===== src/rtl/barrel_shifter_pipe.sv =====
`default_nettype none
// ============================================================================
//  Module   : barrel_shifter_pipe
//  Purpose  : Pipelined W-bit shifter/rotator, one stage per shift-amount
//             bit, with a valid/ready handshake and a global stall.
//  Options  : define BS_OVERFLOW_FLAG_EN to build the ovf output and its
//             overflow-tracking pipeline.
//  Revision : 1.0 - initial release
// ============================================================================
module barrel_shifter_pipe #(
    parameter int W  = 8,
    parameter int SW = $clog2(W)
) (
    input  logic          clk,
    input  logic          rst_n,
    input  logic          in_valid,
    output logic          in_ready,
    input  logic [W-1:0]  E,
    input  logic [2:0]    cod,
    input  logic [SW-1:0] sh,
    output logic          out_valid,
    input  logic          out_ready,
    output logic [W-1:0]  S
`ifdef BS_OVERFLOW_FLAG_EN
    ,
    output logic          ovf
`endif
);

    localparam logic [2:0] c_op_dld = 3'b001;
    localparam logic [2:0] c_op_dli = 3'b010;
    localparam logic [2:0] c_op_rd  = 3'b011;
    localparam logic [2:0] c_op_dad = 3'b101;
    localparam logic [2:0] c_op_dai = 3'b110;
    localparam logic [2:0] c_op_ri  = 3'b111;

    // One stage's shift by a fixed power-of-two amount. Opcodes 000/100
    // fall through to the identity.
    function automatic logic [W-1:0] f_stage_shift(input logic [W-1:0] d,
                                                   input logic [2:0]   op,
                                                   input int           amt);
        logic [W-1:0] r;
        case (op)
            c_op_dld: r = d >> amt;
            c_op_dli: r = d << amt;
            c_op_rd:  r = (d >> amt) | (d << (W - amt));
            c_op_dad: r = $signed(d) >>> amt;
            c_op_dai: r = {d[W-1], d[W-2:0] << amt};
            c_op_ri:  r = (d << amt) | (d >> (W - amt));
            default:  r = d;
        endcase
        return r;
    endfunction

`ifdef BS_OVERFLOW_FLAG_EN
    // Overflow contributed by one stage. Because earlier stages already
    // shifted the word, the bits dropped here are exactly the next original
    // bits below those dropped before, so OR-ing stages gives the total.
    function automatic logic f_stage_ovf(input logic [W-1:0] d,
                                         input logic [2:0]   op,
                                         input int           amt);
        logic [W-2:0] low;
        logic         r;
        low = d[W-2:0] ^ {(W-1){d[W-1]}};
        case (op)
            c_op_dli: r = |(d >> (W - amt));
            c_op_dai: r = |(low >> (W - 1 - amt));
            default:  r = 1'b0;
        endcase
        return r;
    endfunction
`endif

    // Stage registers; index k holds the word after stage k.
    logic [SW-1:0]          r_vld;
    logic [SW-1:0][W-1:0]   r_data;
    logic [SW-1:0][2:0]     r_cod;
    logic [SW-1:0][SW-1:0]  r_sh;

    // Stage inputs: index 0 comes from the ports, index k from stage k-1.
    logic [SW-1:0]          w_in_vld;
    logic [SW-1:0][W-1:0]   w_in_data;
    logic [SW-1:0][2:0]     w_in_cod;
    logic [SW-1:0][SW-1:0]  w_in_sh;
    logic [SW-1:0][W-1:0]   w_nx_data;
    logic                   w_adv;
    logic                   w_unused;

    // The whole pipe advances unless a result is being held at the output.
    assign w_adv     = !(r_vld[SW-1] && !out_ready);
    assign in_ready  = w_adv;
    assign out_valid = r_vld[SW-1];
    assign S         = r_data[SW-1];

    assign w_in_vld  = {r_vld[SW-2:0], in_valid};
    assign w_in_data = {r_data[SW-2:0], E};
    assign w_in_cod  = {r_cod[SW-2:0], cod};
    assign w_in_sh   = {r_sh[SW-2:0], sh};

    // Opcode/amount bits beyond what each stage consumes are carried only
    // for simplicity of the pipeline shape.
    assign w_unused  = ^{r_cod[SW-1], r_sh[SW-1], w_in_sh};

`ifdef BS_OVERFLOW_FLAG_EN
    logic [SW-1:0] r_ovf;
    logic [SW-1:0] w_in_ovf;
    logic [SW-1:0] w_nx_ovf;

    assign w_in_ovf = {r_ovf[SW-2:0], 1'b0};
    assign ovf      = r_ovf[SW-1];
`endif

    for (genvar k = 0; k < SW; k++) begin : g_stage
        localparam int c_amt = 1 << k;
        assign w_nx_data[k] = w_in_sh[k][k]
                            ? f_stage_shift(w_in_data[k], w_in_cod[k], c_amt)
                            : w_in_data[k];
`ifdef BS_OVERFLOW_FLAG_EN
        assign w_nx_ovf[k]  = w_in_ovf[k]
                            | (w_in_sh[k][k] & f_stage_ovf(w_in_data[k], w_in_cod[k], c_amt));
`endif
    end

    // Pipeline registers: cleared asynchronously, frozen together on stall.
    always_ff @(posedge clk or negedge rst_n) begin
        if (!rst_n) begin
            r_vld  <= '0;
            r_data <= '0;
            r_cod  <= '0;
            r_sh   <= '0;
`ifdef BS_OVERFLOW_FLAG_EN
            r_ovf  <= '0;
`endif
        end else if (w_adv) begin
            r_vld  <= w_in_vld;
            r_data <= w_nx_data;
            r_cod  <= w_in_cod;
            r_sh   <= w_in_sh;
`ifdef BS_OVERFLOW_FLAG_EN
            r_ovf  <= w_nx_ovf;
`endif
        end
    end

endmodule
`default_nettype wire


===== config.mk =====
export PLATFORM = sky130hd
export DESIGN_NAME = barrel_shifter_pipe
export DESIGN_NICKNAME = d
export VERILOG_FILES = /design/src/rtl/barrel_shifter_pipe.sv
export SDC_FILE = /design/constraint.sdc
export NUM_CORES = 1
export LEC_CHECK = 0
export ABC_AREA = 1
export CAP_MARGIN = 20
export CORE_MARGIN = 4
export CORE_UTILIZATION = 59
export CTS_BUF_LIST = sky130_fd_sc_hd__clkbuf_8 sky130_fd_sc_hd__clkbuf_16
export DETAILED_ROUTE_END_ITERATION = 10
export PLACE_DENSITY = 0.95
export SYNTH_ARGS = -nofsm -noshare
export SYNTH_HDL_FRONTEND = slang
export SYNTH_SLANG_ARGS = --single-unit
export TNS_END_PERCENT = 20

===== constraint.sdc =====
create_clock -name clk -period 4.2 [get_ports clk]
set_clock_uncertainty 0.2 [all_clocks]
set_input_delay 0.84 -clock clk [delete_from_list [all_inputs] [get_ports clk]]
set_output_delay 0.84 -clock clk [all_outputs]
set_load 0.03 [all_outputs]

==> metrics.json <==
{
  "yosys-top-cells-area": {"value": "dfrtp_1, nand2_1, o21ai_0"},
  "buffer_ports.inserted": {"value": 27},
  "nets": {"value": 320},
  "path_max_fanout": {"value": 2},
  "timing.max_slew.rel_slack": {"value": 62.82, "unit": "%"},
  "place_hpwl": {"value": 3044, "unit": "microns"},
  "cts.sinks": {"value": 36},
  "total_leakage_power": {"value": 1.126, "unit": "nW"},
  "floorplan.rows": {"value": 21},
  "setup_viol": {"value": 0},
  "grt_pass1_vias": {"value": 1668},
  "postSynthNetCount": {"value": 301},
  "final_min_period_over_clock_period": {"value": 75.37, "unit": "%"},
  "number_of_antenna_violations_at_the_first_check_in_global_routing": {"value": 0},
  "die_w": {"value": 66.89, "unit": "microns"},
  "post_cts.resized_instances": {"value": 0},
  "syn-mean-instance-area": {"value": 7.229, "unit": "sq um"},
  "synth_common_cells": {"value": "nand2_1, dfrtp_1, inv_1, nor2_1, o21ai_0"},
  "unrepaired_setup_endpoints_after_global_routing": {"value": "no"},
  "placeableCoreArea": {"value": 3337, "unit": "sq um"},
  "max_clock_freq": {"value": 315.9, "unit": "MHz"},
  "ys_seq_area_share": {"value": 44.04, "unit": "%"},
  "detail-route-antenna-nets": {"value": 0},
  "timing.final.max_slew_violations": {"value": 0},
  "number_of_primary_i_o_pins": {"value": 28},
  "syn-instance-count": {"value": 283},
  "finalWeightedCongestion": {"value": 0.9192},
  "diodes": {"value": 0},
  "floorplan.initialDensity": {"value": 61.30, "unit": "%"},
  "post_route_cells_drive_above_1_share": {"value": 8.251, "unit": "%"},
  "worst-endpoint-required": {"value": 3.16, "unit": "ns"},
  "yosys_register_bits": {"value": 36},
  "ys_types": {"value": 22},
  "tightestPinTransition": {"value": 0.5539, "unit": "ns"},
  "critPathLaunchType": {"value": "input port"},
  "drc": {"value": 0},
  "synth_largest_area_cell": {"value": "dfrtp_1"},
  "synth_async_sr_flop_share": {"value": 100.0, "unit": "%"},
  "grt_first_pass_wirelength": {"value": 7224, "unit": "microns"},
  "detail_route.wirelength": {"value": 4242, "unit": "microns"},
  "critPathKind": {"value": "input port to output pin"},
  "die_area": {"value": 4474, "unit": "sq um"},
  "clockRootBuffer": {"value": "clkbuf_8"},
  "largest_net_degree_at_the_start_of_global_routing": {"value": 37},
  "p_per_area": {"value": 613.6, "unit": "nW/um^2"},
  "reg2reg_slack": {"value": 2.55, "unit": "ns"},
  "critical_path.endpoint_type": {"value": "output pin"},
  "tritoncts.num_buffers": {"value": 5},
  "ratio_of_routed_vias_to_standard_cells": {"value": 5.258},
  "status": {"value": "finished, final reports clean"},
  "ys_warn_count": {"value": 0},
  "final-hold-violation-count": {"value": 0},
  "hold-worst-slack": {"value": 0.2835, "unit": "ns"},
  "max_cap_viol_count": {"value": 0},
  "hold_path_class": {"value": "flop to flop"},
  "gr-usage-all-layers": {"value": 21.21, "unit": "%"},
  "yosysTopAreaCellShare": {"value": 44.04, "unit": "%"},
  "detailroute.via_count": {"value": 1835},
  "area_growth_syn_to_layout": {"value": 15.54, "unit": "%"},
  "number_of_enable_flip_flop_cells_after_synthesis": {"value": 0},
  "arrival": {"value": 2.13, "unit": "ns"},
  "max-clock-path-buffers": {"value": 2},
  "fin_tns_setup": {"value": 0, "unit": "ns"},
  "die_height": {"value": 66.89, "unit": "microns"},
  "clock_latency": {"value": 0.29, "unit": "ns"},
  "grt-ovfl-total": {"value": 0},
  "synthesis.area": {"value": 2046, "unit": "sq um"},
  "drt_first_iter_violations": {"value": 151},
  "dr.pass1.iters": {"value": 5},
  "route.detailed.wl_per_inst": {"value": 12.15, "unit": "microns"},
  "worst_ir_drop_on_vdd": {"value": 0.2412, "unit": "mV"},
  "post_cts_buffers": {"value": 0},
  "cts.hold.buffers_added": {"value": 0},
  "most_common_cell_in_the_netlist": {"value": "nand2_1"},
  "path_clk_slew": {"value": 0.07, "unit": "ns"},
  "timing.final.crit_period": {"value": 3.165, "unit": "ns"},
  "cts_tree": {"value": "yes"},
  "htree_levels": {"value": 2},
  "dominant_register_cell_in_the_synthesized_netlist": {"value": "dfrtp_1"}
}
power breakdown:
| part | switching [W] | internal [W] |
|---|---|---|
| clock network | 0.000125 | 0.000115 |
| logic | 0.000398 | 0.000234 |
| registers | 0.0000970 | 0.000481 |
| total | 0.000620 | 0.000831 |
sequential cells by signal, summed over array words and instances, names as in the netlist:
name and flops:
r_data 16, S 8, r_cod 6, r_sh 3, r_vld 3
placed cells by master (no fill, tap or decap):
master / instances
o21ai_0: 28
inv_1: 28
clkinv_4: 1
clkdlybuf4s50_1: 27
nor2_1: 28
o21ai_2: 3
o22ai_1: 1
nand4_1: 4
clkinv_2: 2
a21oi_1: 17
inv_2: 2
nand2_1: 84
nor2_4: 2
buf_4: 3
clkbuf_8: 5
dfrtp_1: 36
o21ai_1: 2
nor3_1: 2
nand3_1: 21
or2_2: 1
nor2_2: 2
a21oi_2: 3
a21oi_4: 1
kinds of logic after synthesis:
logic type	share of synthesized area (%)
and+or+nand+nor	29.42
AOI/OAI and AO/OA	15.17
buffers and inverters	11.38
DFF	44.04
through the flow:
| step | setup WS (ns) | cell area (sq um) | power, W | instances | util (%) |
|---|---|---|---|---|---|
| 2_1_floorplan | 1.731 | 2046 | 0.001056 | 283 | - |
| 3_3_place_gp | 1.031 | 2276 | 0.001188 | 341 | 68.20 |
| 3_5_place_dp | 1.034 | 2276 | 0.001212 | 341 | 68.20 |
| 4_1_cts | 1.034 | 2364 | 0.001456 | 349 | 70.83 |
| 5_1_grt | 1.018 | 2364 | 0.001566 | 349 | 70.83 |
| 6_report | 1.035 | 2364 | 0.001450 | 349 | 70.83 |
metal layers:
layer | track usage, % | vias to the layer above | share of wire [%]
li1 | - | 932 | -
met1 | 24.22 | 845 | 45
met2 | 36.88 | 50 | 49
met3 | 4.047 | 8 | 3.9
met4 | 11.65 | 0 | 2.4
met5 | 0 | - | 0
critical path, stage by stage:
cell             delay [ns]
clkdlybuf4s50_1        0.50
nor2_4                 0.05
inv_2                  0.07
clkdlybuf4s50_1        0.66
final cells by class:
class	instances	area (sq um)
Tap cell	46	57.56
Fill cell	292	973.4
Clock buffer	5	68.82
Sequential cell	36	900.9
Inverter	30	112.6
Clock inverter	3	18.77
Multi-Input combinational cell	199	912.1
Timing Repair Buffer	30	292.8
path summary, 6_finish.rpt:
check | startpoint | to | cells past startpoint
min in group asynchronous | rst_n | S[5] | 2
worst min-delay path | S[6] | S[6] | 2
worst min register to register | S[6] | S[6] | 2
worst max-delay path | out_ready | in_ready | 4
worst max register to register | r_cod[0] | r_data[14] | 5
max in group asynchronous | rst_n | r_data[5] | 2
Power figures use the tool's default switching activity.
